--- src/rtl/parity_rx_pkg.sv ---
`default_nettype none
// ============================================================================
//  Module      : parity_rx_pkg
//  Description : Shared types and constants for the serial parity-frame
//                receiver: FSM state encoding and the line levels of the
//                start and stop bits.
//  Revision    : 1.0 - initial release
// ============================================================================
package parity_rx_pkg;

    // Receiver FSM states, explicitly 2 bits wide
    typedef enum logic [1:0] {
        IDLE   = 2'd0,
        DATA   = 2'd1,
        PARITY = 2'd2,
        STOP   = 2'd3
    } rx_state_t;

    // Line level that opens a frame
    localparam logic START_BIT = 1'b0;
    // Line level expected in the stop slot
    localparam logic STOP_BIT  = 1'b1;

endpackage : parity_rx_pkg
`default_nettype wire

--- src/rtl/xor_acc.sv ---
`default_nettype none
// ============================================================================
//  Module      : xor_acc
//  Description : Running XOR parity accumulator. A clear loads the initial
//                value (the parity sense); otherwise every enabled bit is
//                folded into the accumulated value.
//  Revision    : 1.0 - initial release
// ============================================================================
module xor_acc (
    input  logic CLK,
    input  logic RST,
    input  logic clear,
    input  logic init,
    input  logic en,
    input  logic d,
    output logic q
);

    logic r_acc;

    // Accumulate parity; clear has priority so a new frame starts from init
    always_ff @(posedge CLK) begin
        if (RST) begin
            r_acc <= 1'b0;
        end else if (clear) begin
            r_acc <= init;
        end else begin
            r_acc <= r_acc ^ (en & d);
        end
    end

    assign q = r_acc;

endmodule : xor_acc
`default_nettype wire

--- src/rtl/parity_frame_rx.sv ---
`default_nettype none
// ============================================================================
//  Module      : parity_frame_rx
//  Description : Serial parity-frame receiver. Samples one line bit per
//                I_VALID strobe in the format start, DATA_W data bits (LSB
//                first), parity and stop. Rebuilds the word, checks parity
//                and hands the result to a one-deep valid/ready output
//                register. Frames arriving while the register is still
//                occupied are dropped and flagged in the sticky O_OVR.
//  Config      : PARITY_RX_STOP_CHK_EN defined   -> stop bit received and
//                                                  checked (O_FERR live)
//                PARITY_RX_STOP_CHK_EN undefined -> no stop slot, the frame
//                                                  commits in the parity
//                                                  slot and O_FERR is 0
//  Revision    : 1.0 - initial release
// ============================================================================
module parity_frame_rx #(
    parameter int DATA_W = 8,
    parameter bit ODD    = 1'b0
) (
    input  logic              CLK,
    input  logic              RST,
    input  logic              I,
    input  logic              I_VALID,
    output logic [DATA_W-1:0] O_DATA,
    output logic              O_VALID,
    input  logic              O_READY,
    output logic              O_PERR,
    output logic              O_FERR,
    output logic              O_OVR
);

    import parity_rx_pkg::*;

    localparam int              CNT_W      = (DATA_W > 1) ? $clog2(DATA_W) : 1;
    localparam logic [CNT_W-1:0] C_LAST_BIT = CNT_W'(DATA_W - 1);

    rx_state_t         r_state;
    rx_state_t         w_state_nxt;
    logic [CNT_W-1:0]  r_cnt;
    logic [DATA_W-1:0] r_shift;

    logic              w_acc_q;
    logic              w_acc_clear;
    logic              w_acc_en;

    logic              w_commit;
    logic              w_perr_commit;
    logic              w_ferr_commit;

    logic [DATA_W-1:0] r_data;
    logic              r_valid;
    logic              r_perr;
    logic              r_ferr;
    logic              r_ovr;

    // ------------------------------------------------------------------------
    // Parity accumulator: seeded with the parity sense on the start bit so
    // that acc ^ parity_bit is 1 exactly when the frame parity is wrong.
    // ------------------------------------------------------------------------
    xor_acc u_xor_acc (
        .CLK   (CLK),
        .RST   (RST),
        .clear (w_acc_clear),
        .init  (ODD),
        .en    (w_acc_en),
        .d     (I),
        .q     (w_acc_q)
    );

    // FSM state register
    always_ff @(posedge CLK) begin
        if (RST) begin
            r_state <= IDLE;
        end else begin
            r_state <= w_state_nxt;
        end
    end

    // Next-state and strobe decode; nothing moves without I_VALID
    always_comb begin
        w_state_nxt = r_state;
        w_acc_clear = 1'b0;
        w_acc_en    = 1'b0;
        w_commit    = 1'b0;
        if (I_VALID) begin
            case (r_state)
                IDLE: begin
                    if (I == START_BIT) begin
                        w_state_nxt = DATA;
                        w_acc_clear = 1'b1;
                    end
                end
                DATA: begin
                    w_acc_en = 1'b1;
                    if (r_cnt == C_LAST_BIT) begin
                        w_state_nxt = PARITY;
                    end
                end
                PARITY: begin
`ifdef PARITY_RX_STOP_CHK_EN
                    w_state_nxt = STOP;
`else
                    w_commit    = 1'b1;
                    w_state_nxt = IDLE;
`endif
                end
                STOP: begin
`ifdef PARITY_RX_STOP_CHK_EN
                    // A bad stop bit still closes the frame; no resync hunt
                    w_commit    = 1'b1;
`endif
                    w_state_nxt = IDLE;
                end
                default: begin
                    w_state_nxt = IDLE;
                end
            endcase
        end
    end

    // Bit counter and shift register: data bit n lands in word bit n
    always_ff @(posedge CLK) begin
        if (RST) begin
            r_cnt   <= '0;
            r_shift <= '0;
        end else if (I_VALID) begin
            if (r_state == IDLE) begin
                r_cnt <= '0;
            end else if (r_state == DATA) begin
                r_shift[r_cnt] <= I;
                r_cnt          <= r_cnt + CNT_W'(1);
            end
        end
    end

`ifdef PARITY_RX_STOP_CHK_EN
    logic r_perr_int;

    // Parity verdict captured in the parity slot, consumed at the stop slot
    always_ff @(posedge CLK) begin
        if (RST) begin
            r_perr_int <= 1'b0;
        end else if (I_VALID && (r_state == PARITY)) begin
            r_perr_int <= w_acc_q ^ I;
        end
    end

    assign w_perr_commit = r_perr_int;
    assign w_ferr_commit = (I != STOP_BIT);
`else
    // Commit happens in the parity slot itself, so the verdict is live
    assign w_perr_commit = w_acc_q ^ I;
    assign w_ferr_commit = 1'b0;
`endif

    // One-deep output register: load when free or being emptied this cycle,
    // otherwise drop the frame and remember it in the sticky overrun flag
    always_ff @(posedge CLK) begin
        if (RST) begin
            r_data  <= '0;
            r_valid <= 1'b0;
            r_perr  <= 1'b0;
            r_ferr  <= 1'b0;
            r_ovr   <= 1'b0;
        end else begin
            if (w_commit) begin
                if (!r_valid || O_READY) begin
                    r_data  <= r_shift;
                    r_valid <= 1'b1;
                    r_perr  <= w_perr_commit;
                    r_ferr  <= w_ferr_commit;
                end else begin
                    r_ovr   <= 1'b1;
                end
            end else if (r_valid && O_READY) begin
                r_valid <= 1'b0;
            end
        end
    end

    assign O_DATA  = r_data;
    assign O_VALID = r_valid;
    assign O_PERR  = r_perr;
    assign O_FERR  = r_ferr;
    assign O_OVR   = r_ovr;

endmodule : parity_frame_rx
`default_nettype wire
--- config.mk ---
export PLATFORM = sky130hd
export DESIGN_NAME = parity_frame_rx
export DESIGN_NICKNAME = d
export VERILOG_FILES = /design/src/rtl/parity_rx_pkg.sv /design/src/rtl/xor_acc.sv /design/src/rtl/parity_frame_rx.sv
export SDC_FILE = /design/constraint.sdc
export NUM_CORES = 1
export LEC_CHECK = 0
export CAP_MARGIN = 5
export CORE_MARGIN = 3
export CORE_UTILIZATION = 51
export CTS_CLUSTER_DIAMETER = 30
export DETAILED_ROUTE_END_ITERATION = 16
export GPL_TIMING_DRIVEN = 0
export PLACE_DENSITY = 0.76
export SYNTH_ARGS = -nofsm -noshare
export SYNTH_HDL_FRONTEND = slang
export SYNTH_SLANG_ARGS = --single-unit
export TNS_END_PERCENT = 30
--- constraint.sdc ---
create_clock -name CLK -period 1.36 [get_ports CLK]
set_input_delay 0.34 -clock CLK [delete_from_list [all_inputs] [get_ports CLK]]
set_output_delay 0.34 -clock CLK [all_outputs]
set_load 0.01 [all_outputs]
==> results of run 1 <==
## layer usage
| metal | share of wire | wire, um |
|---|---|---|
| met5 | 0 | 0 |
| met4 | 0 | 0 |
| met3 | 0.038 | 84 |
| met2 | 0.49 | 1060 |
| met1 | 0.48 | 1040 |
## registers in the layout (all words and copies together) (netlist names)
name	cells
O_DATA	8
r_shift	8
r_cnt	3
r_state	2
O_OVR	1
O_PERR	1
O_VALID	1
u_xor_acc.q	1
## cells by family (layout without fill, tap and decap cells)
kind of cell | Yosys count | after routing | synth area share
AND/OR/NAND/NOR | 50 | 50 | 0.271
flip-flops | 25 | 25 | 0.451
AO/OA/AOI/OAI | 21 | 21 | 0.128
multiplexers | 8 | 8 | 0.0722
buffers and inverters | 8 | 26 | 0.0440
adder cells (fa/ha/maj) | 2 | 2 | 0.0226
other | 1 | 1 | 0.00338
XOR/XNOR | 1 | 1 | 0.00790
## cell type report
cell class                 instances  area [um2]  area share
sequential                        25         503       0.383
buffer                             7        46.3      0.0352
multi-input combinational         83         577       0.439
timing repair buffer              14         124      0.0943
inverter                           1        3.75     0.00286
clock buffer                       4        26.3      0.0200
tap                               27        33.8      0.0257
## cells in the final DEF, fill, tap and decap left out, drive strengths merged
master,instances
nor3,10
o21ai,3
nor2b,4
clkbuf,6
a311oi,1
clkinv,1
buf,6
nor2,5
a31o,8
nor4b,2
nor4bb,1
xnor2,1
nand2b,11
nand2,6
nand4b,1
dfxtp,25
dlygate4sd2,11
conb,1
mux2i,8
nor4,2
ha,2
nand3,3
a22oi,1
and3b,1
nand3b,3
a21oi,8
or2b,1
clkdlybuf4s50,2
## power groups by stage
stage               Sequential, W  Clock, W  Combinational [W]
floorplan                0.000757         0          0.0000571
global placement         0.000758         0          0.0000739
detailed placement       0.000758         0          0.0000761
CTS                      0.000742  0.000336          0.0000768
global route             0.000743  0.000350          0.0000876
finish                   0.000742  0.000329          0.0000783
## through the flow
step,cell area (um2),utilization
after floorplan,1110,-
after global placement,1270,0.636
after detailed placement,1270,0.636
after CTS,1280,0.642
after global routing,1310,0.656
final,1310,0.656
## worst reg2reg max path: stages (launching register included)
cell and delay, ps:
dfxtp_2 390, nand2b_1 160, buf_6 140, nor4_1 330, mux2i_1 220
## what timing repair did
| action | 4_1_cts | 5_1_grt |
|---|---|---|
| setup buffers | 0 | 1 |
| resized for setup | 11 | 7 |
| hold buffers | 0 | 0 |
| setup endpoints to repair | 11 | 13 |
## worst max path at each step
stage          slack, ps          to  depth (start not counted)       start
6_report              40     O_VALID                          1     O_VALID
5_1_grt              -30  r_shift[2]                          4  r_state[1]
4_1_cts                2   O_DATA[3]                          3  r_state[1]
3_5_place_dp        -260   O_DATA[1]                          5     O_READY
3_3_place_gp        -230   O_DATA[5]                          5     O_READY
2_1_floorplan        150  r_shift[0]                          5         RST
==> flow_metrics.tcl, run 1 <==
set metrics [dict create \
    crit_path_max_incr_delay_ps 390 \
    worstRegToRegCells 4 \
    cts_tree "built" \
    drive_above_1_share 0.187 \
    synth_enable_flop_cells 0 \
    internal-power_w 0.000886 \
    nets 142 \
    ant_nets 0 \
    slew_violations 0 \
    grt_antenna_before_repair 0 \
    yosys_register_bits 25 \
    clockBufferDepth 2 \
    use_met2 0.283 \
    syn-num-nets 123 \
    powerDensity_nw_per_um2 875 \
    finClkSkew_ps 6.76 \
    layout.cells.non_filler 161 \
    path_cells "dlygate4sd2_1" \
    synth_top_cell_by_area "dfxtp_1" \
    cp-end-kind "primary output" \
    crit_buf_inv 1 \
    fin_ws_ps 39.8 \
    drt_iter0_drc 12 \
    min_path_type "input pin to register" \
    clockRootBuffer "clkbuf_4" \
    drc_errors 0 \
    comb_power_share 0.068 \
    grt_pass1_wl_mm 3.70 \
    synth_ff_type "dfxtp_1" \
    slowest_stage "dfxtp_1" \
    fin_crit_ps 1320 \
    setup_viol 0 \
    p_leak_nw 0.502 \
    post-route-period-util 0.971 \
    clock-sinks 25 \
    cp_max_fo 3 \
    p_switching_w 0.000263 \
    worstHoldStart "I_VALID" \
    cts_made_buffers 3 \
    ys_top_cells_by_count "dfxtp_1 (25), nand2b_1 (11), nor3_1 (10)" \
    r2r-end "r_shift[0]" \
    tns_ps 0 \
    place_ws_ps -258 \
    total_power_w 0.00115 \
    grt-ovfl-total 0 \
    vdd_ir_drop_max_mv 0.741 \
    grt_use_met1 0.235 \
    worstSetupPathType "register to primary output" \
    grt_pass1_vias 854 \
    io_buffers 13 \
    ys_warn_count 0 \
    outcome "finished, final reports clean" \
    coreArea_um2 2000 \
    fmax_ghz 0.757 \
    track_usage 0.178 \
    vias 880 \
    routed_wirelength_mm 2.19 \
    cp-start-kind "register" \
    wl_per_cell_um 13.6 \
    synth_top_area_share 0.451 \
    whs_path_depth 3 \
    met3_usage 0.0399 \
    reg2reg_slack_ps 60 \
    rsz0062_at_grt "true" \
    yosysMostFrequentCell "dfxtp_1" \
    die_x_um 52.6 \
    synthArstFlopShare 0 \
    row_count 16 \
    synthCells 116 \
    cp_data_arrival_time_ps 980 \
    dp_hpwl_mm 1.56 \
    fp.dieH_um 52.6 \
    syn_area_um2 1110 \
    place_inst 156 \
    path_clk_slew_ps 130 \
    p_sw_frac 0.229 \
    place_congestion 0.762 \
    grt_max_degree 14 \
    dieArea_um2 2770 \
    clock_power_share 0.286 \
    ys_types 29 \
    fill_cells 177 \
    finalHoldViolations 0 \
    grt_busiest_layer "met2" \
    clock_latency_ps 320 \
    cpLargestDelayFamily "flip-flops" \
    syn_avg_cell_area_um2 9.56 \
    max-cap-violations 0 \
    synth_area_leaders "dfxtp_1 (45%), mux2i_1 (7.2%), a31o_2 (6.3%), nand2b_1 (6.2%), nor3_1 (4.5%)" \
    avgViaCountPerCell 5.47 \
    rr_startpoint "r_state[1]" \
    htree_num_levels 1 \
    cp.required_ps 1020 \
    min_to "r_state[1]" \
    start_util 0.554 \
    n_antenna_cell 0 \
    hold_slack_ps 381 \
    ys_seq_area_frac 0.451 \
    io_pins 17 \
    drtPass1Iterations 4 \
    area_growth_pct 18.5 \
    power_frac_seq 0.646 \
]
(Power assumes the default switching activity.)
==> run 2: changes to the inputs <==
--- a/config.mk
+++ b/config.mk
@@ -7,12 +7,13 @@
 export LEC_CHECK = 0
 export CAP_MARGIN = 5
 export CORE_MARGIN = 3
-export CORE_UTILIZATION = 51
+export CORE_UTILIZATION = 52
 export CTS_CLUSTER_DIAMETER = 30
 export DETAILED_ROUTE_END_ITERATION = 16
 export GPL_TIMING_DRIVEN = 0
-export PLACE_DENSITY = 0.76
+export PLACE_DENSITY = 0.77
 export SYNTH_ARGS = -nofsm -noshare
 export SYNTH_HDL_FRONTEND = slang
+export SYNTH_HIERARCHICAL = 1
 export SYNTH_SLANG_ARGS = --single-unit
 export TNS_END_PERCENT = 30
==> flow_metrics.tcl, run 2 <==
set metrics [dict create \
    layout_common_cells "dfxtp_1 (24), dlygate4sd2_1 (13)" \
    met3_usage 0.0342 \
    clock_latency_ps 300 \
    cts_tree "built" \
    synth_top_cell_by_area "dfxtp_1" \
    synth_area_leaders "dfxtp_1 (44%), mux2i_1 (7.1%), a31o_2 (6.2%), nand2b_1 (5.0%), nor3_1 (4.0%)" \
    path_clk_slew_ps 130 \
    cp.required_ps 1020 \
    slowest_stage "dfxtp_1" \
    fin_util 0.678 \
    clock-sinks 25 \
    cpLargestDelayFamily "flip-flops" \
    final_common_cell "dfxtp_1" \
    setup_viol 0 \
    wl_per_cell_um 13.0 \
    synth_enable_flop_cells 0 \
    ys_top_cells_by_count "dfxtp_1 (25), nand2_1 (9), nand2b_1 (9), nor3_1 (9)" \
    place_congestion 0.789 \
    ys_warn_count 6 \
    vias 865 \
    cp_max_fo 2 \
    fill_cells 162 \
    routed_wirelength_mm 2.12 \
    nets 144 \
    worstSetupPathType "register to primary output" \
    powerDensity_nw_per_um2 870 \
    htree_num_levels 1 \
    ant_nets 0 \
    min_path_type "input pin to register" \
    clockRootBuffer "clkbuf_4" \
    grt_pass1_wl_mm 3.57 \
    ys_types 35 \
    synth_ff_type "dfxtp_1" \
    fin_crit_ps 1280 \
    yosysMostFrequentCell "dfxtp_1" \
    drive_above_1_share 0.228 \
    grt-ovfl-total 0 \
    drtPass1Iterations 4 \
    synthCells 115 \
    row_count 16 \
    ys_seq_area_frac 0.444 \
    place_inst 157 \
    io_buffers 14 \
    post-route-period-util 0.940 \
    total_power_w 0.00118 \
    finClkSkew_ps 8.39 \
    crit_buf_inv 1 \
    drc_errors 0 \
    place_ws_ps -583 \
    slew_violations 0 \
    avgViaCountPerCell 5.31 \
    grt_busiest_layer "met2" \
    cp_data_arrival_time_ps 940 \
    outcome "finished, final reports clean" \
    tns_ps 0 \
    start_util 0.562 \
    max-cap-violations 0 \
    grt_max_degree 14 \
    hold_buffers 0 \
    area_growth_pct 20.6 \
    syn_area_um2 1130 \
    synthArstFlopShare 0 \
    n_antenna_cell 0 \
    fmax_ghz 0.782 \
    layout.cells.non_filler 163 \
    cp-start-kind "register" \
    p_leak_nw 0.616 \
    clockBufferDepth 2 \
    crit_path_max_incr_delay_ps 360 \
    finalHoldViolations 0 \
    vdd_ir_drop_max_mv 0.614 \
    fin_ws_ps 81.9 \
    grt_pass1_vias 810 \
    cts_made_buffers 3 \
    coreArea_um2 2000 \
    die_x_um 52.5 \
    grt_use_met1 0.235 \
    io_pins 17 \
    dieArea_um2 2760 \
    fp.dieH_um 52.5 \
    yosys_register_bits 25 \
    drt_iter0_drc 8 \
    cp-end-kind "primary output" \
    dp_hpwl_mm 1.52 \
    grt_antenna_before_repair 0 \
    track_usage 0.174 \
    synth_top_area_share 0.444 \
    path_cells "dlygate4sd2_1" \
    syn_avg_cell_area_um2 9.79 \
    use_met2 0.279 \
]
## run 2: tightest hold or removal path, stage by stage
cell	delay [ps]
clkbuf_2	200
or2b_1	130
a21oi_1	60
## run 2: final cells by class
class	count	area (um2)	area share
inverter	2	7.51	0.00553
buffer	5	32.5	0.0240
sequential	25	504	0.371
tap	27	33.8	0.0249
multi-input combinational	84	614	0.453
timing repair buffer	16	139	0.102
clock buffer	4	26.3	0.0194
## run 2: cells by family (layout without fill, tap and decap cells)
group           after synthesis  after routing  share of synthesized area
buf+inv                       7             27                     0.0322
compound gates               20             20                      0.136
xor+xnor                      1              1                    0.00778
other cells                   1              2                    0.00333
mux                           8              8                     0.0711
flops                        25             25                      0.444
simple gates                 51             51                      0.283
fa+ha+maj                     2              2                     0.0222
## run 2: repair_timing
action                                 in CTS  in global routing
cloned                                      0                  0
setup buffers                               0                  2
endpoints found under the hold margin       0                  0
setup endpoints to repair                  29                  2
pin swaps                                   1                  1
gates resized for setup                    16                  5
## run 2: path summary, 6_finish.rpt
check,from,endpoint,slack (ps),cells after the start
worst max-delay path,O_PERR,O_PERR,80,1
worst max register to register,r_state[1],u_xor_acc/q,90,4
worst min register to register,O_OVR,O_OVR,490,2
worst min-delay path,I_VALID,r_state[1],470,3
## run 2: power breakdown
part / internal [W] / switching (W) / leakage (nW)
Clock: 0.000114 / 0.000201 / 0.0150
Combinational: 0.0000527 / 0.0000646 / 0.398
Sequential: 0.000741 / 0.00000812 / 0.203
## run 2: layer usage
| metal | vias up | share of wire |
|---|---|---|
| li1 | 452 | - |
| met1 | 395 | 0.48 |
| met2 | 13 | 0.47 |
| met3 | 5 | 0.036 |
| met4 | 0 | 0.014 |
| met5 | - | 0 |
## run 2: per-stage QoR
step,hold slack [ps],cell area [um2]
floorplan,419,1130
global placement,451,1310
detailed placement,471,1310
CTS,425,1330
global route,488,1360
finish,470,1360
